**src/rtl/ex_stage_pkg.sv**
```systemverilog
// Shared encodings for the execute stage: ALU op codes, control-bit indices
// and the multiply/divide FSM states.
package ex_stage_pkg;

    localparam int MD_CYCLES = 32;

    typedef enum logic [4:0] {
        OP_ADD   = 5'd0,
        OP_SUB   = 5'd1,
        OP_AND   = 5'd2,
        OP_OR    = 5'd3,
        OP_XOR   = 5'd4,
        OP_NOR   = 5'd5,
        OP_SLT   = 5'd6,
        OP_SLTU  = 5'd7,
        OP_SLL   = 5'd8,
        OP_SRL   = 5'd9,
        OP_SRA   = 5'd10,
        OP_LUI   = 5'd11,
        OP_MULT  = 5'd12,
        OP_MULTU = 5'd13,
        OP_DIV   = 5'd14,
        OP_DIVU  = 5'd15,
        OP_MFHI  = 5'd16,
        OP_MFLO  = 5'd17
    } alu_op_e;

    localparam int CTRL_MEM_READ   = 0;
    localparam int CTRL_MEM_WRITE  = 1;
    localparam int CTRL_MEM_TYPE   = 2;
    localparam int CTRL_MEM_TO_REG = 3;
    localparam int CTRL_REG_WRITE  = 4;

    typedef enum logic [1:0] {
        MD_IDLE = 2'd0,
        MD_BUSY = 2'd1,
        MD_DONE = 2'd2
    } md_state_e;

    function automatic logic is_muldiv(alu_op_e op);
        return (op == OP_MULT) || (op == OP_MULTU) || (op == OP_DIV) || (op == OP_DIVU);
    endfunction

endpackage

```
**src/rtl/ex_stage_muldiv.sv**
```systemverilog
// Iterative 32-step multiply (shift-add) / divide (restoring) unit that owns HI/LO.
// Operands are reduced to magnitudes at start; signs are re-applied at commit.
module muldiv_unit
    import ex_stage_pkg::*;
(
    input  logic        clk,
    input  logic        rst_n,
    input  logic        start,
    input  logic        is_signed,
    input  logic        is_div,
    input  logic [31:0] a,
    input  logic [31:0] b,
    input  logic        commit,
    input  logic        abort,
    output logic        busy,
    output logic        done,
    output logic [31:0] hi,
    output logic [31:0] lo
);

    md_state_e   state_q, state_d;
    logic [4:0]  cnt_q, cnt_d;
    logic [63:0] acc_q, acc_d;
    logic [31:0] mb_q, mb_d;
    logic [31:0] a_orig_q, a_orig_d;
    logic        div_q, div_d;
    logic        neg_res_q, neg_res_d;
    logic        neg_rem_q, neg_rem_d;
    logic        bzero_q, bzero_d;
    logic [31:0] hi_q, hi_d;
    logic [31:0] lo_q, lo_d;

    logic        sign_a, sign_b;
    logic [32:0] mul_sum;
    logic [32:0] div_sh;
    logic [32:0] div_diff;
    logic [63:0] prod;
    logic [31:0] quot, rem;

    always_comb begin
        sign_a   = is_signed & a[31];
        sign_b   = is_signed & b[31];
        mul_sum  = {1'b0, acc_q[63:32]} + (acc_q[0] ? {1'b0, mb_q} : 33'd0);
        div_sh   = acc_q[63:31];
        div_diff = div_sh - {1'b0, mb_q};
        prod     = neg_res_q ? (~acc_q + 64'd1) : acc_q;
        quot     = neg_res_q ? (~acc_q[31:0] + 32'd1) : acc_q[31:0];
        rem      = neg_rem_q ? (~acc_q[63:32] + 32'd1) : acc_q[63:32];

        state_d   = state_q;
        cnt_d     = cnt_q;
        acc_d     = acc_q;
        mb_d      = mb_q;
        a_orig_d  = a_orig_q;
        div_d     = div_q;
        neg_res_d = neg_res_q;
        neg_rem_d = neg_rem_q;
        bzero_d   = bzero_q;
        hi_d      = hi_q;
        lo_d      = lo_q;

        case (state_q)
            MD_IDLE: begin
                if (start) begin
                    acc_d     = {32'd0, sign_a ? (~a + 32'd1) : a};
                    mb_d      = sign_b ? (~b + 32'd1) : b;
                    a_orig_d  = a;
                    div_d     = is_div;
                    neg_res_d = sign_a ^ sign_b;
                    neg_rem_d = sign_a;
                    bzero_d   = (b == 32'd0);
                    cnt_d     = 5'd0;
                    state_d   = MD_BUSY;
                end
            end
            MD_BUSY: begin
                if (div_q) begin
                    // Restoring step: keep the shifted remainder when the trial subtract borrows
                    if (!div_diff[32]) acc_d = {div_diff[31:0], acc_q[30:0], 1'b1};
                    else               acc_d = {div_sh[31:0],   acc_q[30:0], 1'b0};
                end else begin
                    acc_d = {mul_sum, acc_q[31:1]};
                end
                cnt_d = cnt_q + 5'd1;
                if (cnt_q == 5'(MD_CYCLES - 1)) state_d = MD_DONE;
            end
            MD_DONE: begin
                if (commit) begin
                    if (!div_q) begin
                        hi_d = prod[63:32];
                        lo_d = prod[31:0];
                    end else if (bzero_q) begin
                        hi_d = a_orig_q;
                        lo_d = 32'hFFFF_FFFF;
                    end else begin
                        hi_d = rem;
                        lo_d = quot;
                    end
                    state_d = MD_IDLE;
                end
            end
            default: state_d = MD_IDLE;
        endcase

        if (abort && state_q != MD_IDLE) begin
            state_d = MD_IDLE;
            hi_d    = hi_q;
            lo_d    = lo_q;
        end
    end

    always_ff @(posedge clk or negedge rst_n) begin
        if (!rst_n) begin
            state_q   <= MD_IDLE;
            cnt_q     <= 5'd0;
            acc_q     <= 64'd0;
            mb_q      <= 32'd0;
            a_orig_q  <= 32'd0;
            div_q     <= 1'b0;
            neg_res_q <= 1'b0;
            neg_rem_q <= 1'b0;
            bzero_q   <= 1'b0;
            hi_q      <= 32'd0;
            lo_q      <= 32'd0;
        end else begin
            state_q   <= state_d;
            cnt_q     <= cnt_d;
            acc_q     <= acc_d;
            mb_q      <= mb_d;
            a_orig_q  <= a_orig_d;
            div_q     <= div_d;
            neg_res_q <= neg_res_d;
            neg_rem_q <= neg_rem_d;
            bzero_q   <= bzero_d;
            hi_q      <= hi_d;
            lo_q      <= lo_d;
        end
    end

    assign busy = (state_q == MD_IDLE && start) || (state_q == MD_BUSY);
    assign done = (state_q == MD_DONE);
    assign hi   = hi_q;
    assign lo   = lo_q;

endmodule

```
**src/rtl/ex_stage.sv**
```systemverilog
// Execute stage: operand forwarding, single-cycle ALU, branch target, and the
// iterative multiply/divide unit, all feeding a registered interface to mem_stage.
module ex_stage
    import ex_stage_pkg::*;
(
    input  logic        clk,
    input  logic        reset,
    input  logic        flush,
    input  logic        we,
    input  logic [4:0]  op,
    input  logic [4:0]  rs_addr,
    input  logic [4:0]  rt_addr,
    input  logic [31:0] rs_data,
    input  logic [31:0] rt_data,
    input  logic [31:0] imm,
    input  logic        alu_src,
    input  logic [31:0] pc_next,
    input  logic        is_branch,
    input  logic [4:0]  ctrl_in,
    input  logic [4:0]  reg_addr,
    input  logic [4:0]  fwd_reg,
    input  logic [31:0] fwd_data,
    input  logic        fwd_write,
    output logic        stall,
    output logic [31:0] alu_out,
    output logic        alu_zero,
    output logic [31:0] data_t,
    output logic [31:0] pc_branch,
    output logic        is_branch_out,
    output logic [4:0]  ctrl_out,
    output logic [4:0]  reg_addr_out
);

    alu_op_e     op_e;
    logic [31:0] op_a, fwd_t, op_b, res;
    logic        md_op, md_start, md_busy, md_done, md_commit;
    logic [31:0] hi, lo;
    logic [4:0]  ctrl_cap;

    logic [31:0] alu_out_q, alu_out_d;
    logic        alu_zero_q, alu_zero_d;
    logic [31:0] data_t_q, data_t_d;
    logic [31:0] pc_branch_q, pc_branch_d;
    logic        is_branch_q, is_branch_d;
    logic [4:0]  ctrl_q, ctrl_d;
    logic [4:0]  reg_addr_q, reg_addr_d;

    assign op_e = alu_op_e'(op);
    assign op_a = (fwd_write && fwd_reg != 5'd0 && fwd_reg == rs_addr) ? fwd_data : rs_data;
    assign fwd_t = (fwd_write && fwd_reg != 5'd0 && fwd_reg == rt_addr) ? fwd_data : rt_data;
    assign op_b = alu_src ? imm : fwd_t;

    // Start is gated by reset so stall reads 0 while the stage is held in reset
    assign md_op     = is_muldiv(op_e);
    assign md_start  = md_op && we && !flush && reset;
    assign md_commit = md_done && we && !flush;
    assign stall     = md_busy;

    muldiv_unit u_muldiv (
        .clk       (clk),
        .rst_n     (reset),
        .start     (md_start),
        .is_signed (op_e == OP_MULT || op_e == OP_DIV),
        .is_div    (op_e == OP_DIV || op_e == OP_DIVU),
        .a         (op_a),
        .b         (op_b),
        .commit    (md_commit),
        .abort     (flush),
        .busy      (md_busy),
        .done      (md_done),
        .hi        (hi),
        .lo        (lo)
    );

    always_comb begin
        res = 32'd0;
        case (op_e)
            OP_ADD:  res = op_a + op_b;
            OP_SUB:  res = op_a - op_b;
            OP_AND:  res = op_a & op_b;
            OP_OR:   res = op_a | op_b;
            OP_XOR:  res = op_a ^ op_b;
            OP_NOR:  res = ~(op_a | op_b);
            OP_SLT:  res = {31'd0, $signed(op_a) < $signed(op_b)};
            OP_SLTU: res = {31'd0, op_a < op_b};
            OP_SLL:  res = op_a << op_b[4:0];
            OP_SRL:  res = op_a >> op_b[4:0];
            OP_SRA:  res = 32'($signed(op_a) >>> op_b[4:0]);
            OP_LUI:  res = {op_b[15:0], 16'd0};
            OP_MFHI: res = hi;
            OP_MFLO: res = lo;
            default: res = 32'd0;
        endcase
    end

    always_comb begin
        ctrl_cap = ctrl_in;
        if (md_op) ctrl_cap[CTRL_REG_WRITE] = 1'b0;

        alu_out_d   = alu_out_q;
        alu_zero_d  = alu_zero_q;
        data_t_d    = data_t_q;
        pc_branch_d = pc_branch_q;
        is_branch_d = is_branch_q;
        ctrl_d      = ctrl_q;
        reg_addr_d  = reg_addr_q;

        if (flush || (we && stall)) begin
            alu_out_d   = 32'd0;
            alu_zero_d  = 1'b0;
            data_t_d    = 32'd0;
            pc_branch_d = 32'd0;
            is_branch_d = 1'b0;
            ctrl_d      = 5'd0;
            reg_addr_d  = 5'd0;
        end else if (we) begin
            alu_out_d   = res;
            alu_zero_d  = (res == 32'd0);
            data_t_d    = fwd_t;
            pc_branch_d = pc_next + {imm[29:0], 2'b00};
            is_branch_d = is_branch;
            ctrl_d      = ctrl_cap;
            reg_addr_d  = reg_addr;
        end
    end

    always_ff @(posedge clk or negedge reset) begin
        if (!reset) begin
            alu_out_q   <= 32'd0;
            alu_zero_q  <= 1'b0;
            data_t_q    <= 32'd0;
            pc_branch_q <= 32'd0;
            is_branch_q <= 1'b0;
            ctrl_q      <= 5'd0;
            reg_addr_q  <= 5'd0;
        end else begin
            alu_out_q   <= alu_out_d;
            alu_zero_q  <= alu_zero_d;
            data_t_q    <= data_t_d;
            pc_branch_q <= pc_branch_d;
            is_branch_q <= is_branch_d;
            ctrl_q      <= ctrl_d;
            reg_addr_q  <= reg_addr_d;
        end
    end

    assign alu_out       = alu_out_q;
    assign alu_zero      = alu_zero_q;
    assign data_t        = data_t_q;
    assign pc_branch     = pc_branch_q;
    assign is_branch_out = is_branch_q;
    assign ctrl_out      = ctrl_q;
    assign reg_addr_out  = reg_addr_q;

endmodule

```
**config.mk**
```make
export PLATFORM = sky130hd
export DESIGN_NAME = ex_stage
export DESIGN_NICKNAME = d
export VERILOG_FILES = /design/src/rtl/ex_stage_pkg.sv /design/src/rtl/ex_stage_muldiv.sv /design/src/rtl/ex_stage.sv
export SDC_FILE = /design/constraint.sdc
export NUM_CORES = 2
export LEC_CHECK = 0
export CORE_ASPECT_RATIO = 1.4
export CORE_MARGIN = 2
export CORE_UTILIZATION = 30
export DETAILED_ROUTE_END_ITERATION = 7
export DONT_BUFFER_PORTS = 1
export GPL_TIMING_DRIVEN = 0
export HOLD_SLACK_MARGIN = 0.06
export PLACE_DENSITY_LB_ADDON = 0.3
export SYNTH_ARGS = -nofsm -noshare
export SYNTH_HDL_FRONTEND = slang
export SYNTH_SLANG_ARGS = --single-unit
```
**constraint.sdc**
```tcl
create_clock -name clk -period 7.5 [get_ports clk]
set_input_delay 1.5 -clock clk [delete_from_list [all_inputs] [get_ports clk]]
set_output_delay 1.5 -clock clk [all_outputs]
set_load 0.1 [all_outputs]
```
==> impl_metrics.tcl <==
set metrics [dict create \
    yosysUniqueCellTypes 105 \
    cp_slowest_stage_delay_ns 0.78 \
    hold_violations 0 \
    rows 140 \
    gp_congestion 1.08 \
    ctsHoldBuffers 0 \
    clock_skew_ns 0.0302 \
    grt_max_degree 314 \
    clk_latency_ns 0.62 \
    grt_pass1_wl_mm 266 \
    post_dp_cell_area_um2 33100 \
    ys_warn_count 0 \
    synthFlopType "dfrtp_1" \
    wirelength_mm 193 \
    fin_crit_sh_pct 100 \
    drv_cap 1 \
    root_buffer "clkbuf_16" \
    htree_levels 2 \
    internal_power_uw 4890 \
    fin_crit_ns 7.50 \
    path_max_fanout 12 \
    synth_area_um2 31200 \
    p_sw_uw 4680 \
    drt_iter0_drc 3575 \
    ant_nets 0 \
    numCtsBuffers 35 \
    ir_drop_v 0.000191 \
    max_slew_margin_pct -1.15 \
    synth_fp_nets 4409 \
    syn_inst 4006 \
    multi_input_area_um2 22300 \
    core-area_um2 104000 \
    cts_tree "yes" \
    num_vias 34400 \
    syn2layout_area_growth_pct 13.3 \
    leakage_uw 0.0146 \
    hold_class "register to register" \
    slew_violations 1 \
    antenna_found_initial 10 \
    grt_util_all_layers_pct 35.2 \
    fill_cells 11200 \
    clkPwrFrac_pct 20.6 \
    critPathKind "primary input to register" \
    dieHeight_um 386 \
    die-area_um2 107000 \
    nNetsFinal 4489 \
    setup_viol_count_final 1 \
    ys_seq_area_share_pct 24.9 \
    overflow 0 \
    fmaxAchievable_mhz 133 \
    io_pins 306 \
    die_x_um 277 \
    cts_sinks 311 \
    synth-edff-count 0 \
    end_kind "register" \
    vias_per_cell 6.29 \
    power.share.switching_pct 48.9 \
    async_reset_ff_share_pct 100 \
    cpLargestDelayFamily "simple AND/OR/NAND/NOR gates" \
    power_frac_seq_pct 28.2 \
    clockBufferDepth 3 \
    initial_utilization_pct 30.1 \
    setup_slack_ns -0.00268 \
    slowest_stage "a2111oi_2" \
    wire_per_inst_um 35.3 \
    violations "design-rule violations, max-capacitance violations, max-slew violations, negative setup slack" \
    critical_path_required_ns 8.05 \
    power_density_nw_per_um2 270 \
    port_buffers 0 \
    cp-start-kind "primary input" \
    layout.cells.non_filler 5468 \
    drt-pass1-iter-count 8 \
    drc 8 \
    dpl.hpwl_mm 156 \
    post-route-cell-area_um2 35400 \
    layout_commonest_cell "nand2_1" \
    final_cell_mix "nand2_1, o21ai_0, nor2_1, dfrtp_1, a21oi_1" \
    crit_chain "or4_4, o211ai_4, buf_6, nor2_1, mux2_4, clkinv_4, buf_4, buf_4, buf_4, buf_4, buf_2, ha_1, nand2_1, o221ai_1, a2111oi_2, o221ai_2, nand4bb_1, nor4_2, nand4_1, nor4_2, a32o_2" \
    worst_pin_slew_ns 1.49 \
    cp.arrival_ns 8.05 \
    drive_gt1_share_pct 8.29 \
    clk_pin_slew_ns 0.07 \
    grt_pass1_vias 34100 \
    dpl.cell_count 5366 \
    crit_buf_inv 7 \
    syn_avg_cell_area_um2 7.79 \
    rsz0062_at_grt "true" \
    outcome "finished with violations" \
    ys_seq_elements 311 \
    combPwrFrac_pct 51.3 \
    cpMostUsedCell "buf_4" \
    seqCellArea_um2 7780 \
]
[power by group through the flow]
| stage | Combinational (uW) | Clock [uW] | Sequential, uW |
|---|---|---|---|
| final | 4900 | 1970 | 2690 |
| after global routing | 5240 | 2040 | 2720 |
| after CTS | 4720 | 1980 | 2680 |
| after detailed placement | 4650 | 0 | 2710 |
| after global placement | 4630 | 0 | 2710 |
| after floorplan | 3240 | 0 | 2550 |
[layout make-up]
class	count	area share [%]
clock inverter	22	0.894
antenna	8	0.0566
tap	1349	4.77
sequential	311	22.0
multi-input combinational	3263	62.9
inverter	155	1.74
clock buffer	40	2.64
buffer	270	3.68
timing repair buffer	50	1.28
[worst register-to-register path, stage by stage (launching register included)]
cell	delay [ns]
dfrtp_1	0.49
inv_2	0.30
clkbuf_1	0.88
ha_1	0.33
nand2_1	0.09
nor2_1	0.19
nand2_1	0.11
or4_1	0.49
or3_1	0.36
or4_1	0.49
nor4_1	0.76
nand2_1	0.40
clkbuf_1	0.40
o21ai_0	0.29
xnor2_1	0.08
o21ai_0	0.75
o21ai_0	0.16
[Yosys cell counts, types with 31 or more instances]
cell,count,area share (%)
o31ai_1,31,0.75
inv_1,140,1.7
and3_1,33,0.66
nand3_1,75,1.2
dfrtp_1,311,25
nor4_1,32,0.64
nor2_1,348,4.2
a22o_1,47,1.3
nor3_1,55,0.88
o21ai_0,395,6.3
ha_1,201,8.1
mux2i_1,194,6.2
xor2_1,70,2.0
a21oi_1,322,5.2
a22oi_1,39,0.94
a21o_1,68,1.6
a211oi_1,66,1.6
a31oi_1,38,0.76
o211ai_1,48,1.2
nand2b_1,40,0.80
nand2_1,466,5.6
xnor2_1,182,5.1
clkbuf_1,209,2.5
[state kept, by name (all words and copies together) (netlist names), 2 cells and up]
signal,count
pc_branch,32
u_muldiv.state_q,2
alu_out,32
u_muldiv.mb_q,32
ctrl_out,5
u_muldiv.cnt_q,5
u_muldiv.lo,32
u_muldiv.a_orig_q,32
u_muldiv.hi,32
u_muldiv.acc_q,64
data_t,32
reg_addr_out,5
[final timing paths]
| check | start | endpoint | slack [ns] | cells after the start |
|---|---|---|---|---|
| worst max register to register | u_muldiv.acc_q[0] | u_muldiv.hi[16] | 0.73 | 16 |
| worst min-delay path | u_muldiv.mb_q[22] | u_muldiv.mb_q[22] | 0.48 | 2 |
| worst min register to register | u_muldiv.mb_q[22] | u_muldiv.mb_q[22] | 0.48 | 2 |
| min in group asynchronous | reset | alu_out[5] | 0.60 | 0 |
| max in group asynchronous | reset | pc_branch[27] | 6.06 | 0 |
| worst max-delay path | fwd_reg[0] | alu_zero | -0.003 | 21 |
[metrics by stage]
stage / hold slack, ns / setup TNS (ns) / total power (uW) / utilization, % / setup WS, ns
after CTS: 0.485 / 0 / 9390 / 33.5 / 0.00983
after detailed placement: 0.471 / -37.82 / 7360 / 31.9 / -2.78
after floorplan: 0.444 / 0 / 5790 / - / 0.377
final: 0.482 / -0.00268 / 9560 / 34.1 / -0.00268
after global placement: 0.462 / -50.26 / 7340 / 31.7 / -3.25
after global routing: 0.509 / -0.0664 / 10000 / 34.1 / -0.0664
[cell families after synthesis]
logic type | Yosys count | share of synthesized area [%]
buf+inv | 433 | 5.66
mux | 235 | 8.16
simple gates | 1202 | 17.4
fa+ha+maj | 206 | 8.37
compound gates | 1367 | 28.4
xor+xnor | 252 | 7.07
flops | 311 | 24.9
[layer usage]
| layer | part of all wire [%] | track usage [%] |
|---|---|---|
| met5 | 0.0098 | 0 |
| met4 | 12 | 34.9 |
| met3 | 7.5 | 8.80 |
| met2 | 46 | 58.9 |
| met1 | 34 | 35.5 |
[repair_timing]
action | 4_1_cts | 5_1_grt
endpoints found under the setup margin | 25 | 4
gates cloned | 0 | 1
pin swaps | 10 | 21
buffers inserted | 4 | 34
gates resized for setup | 106 | 80
No activity file was read; power rests on OpenSTA's default activity.
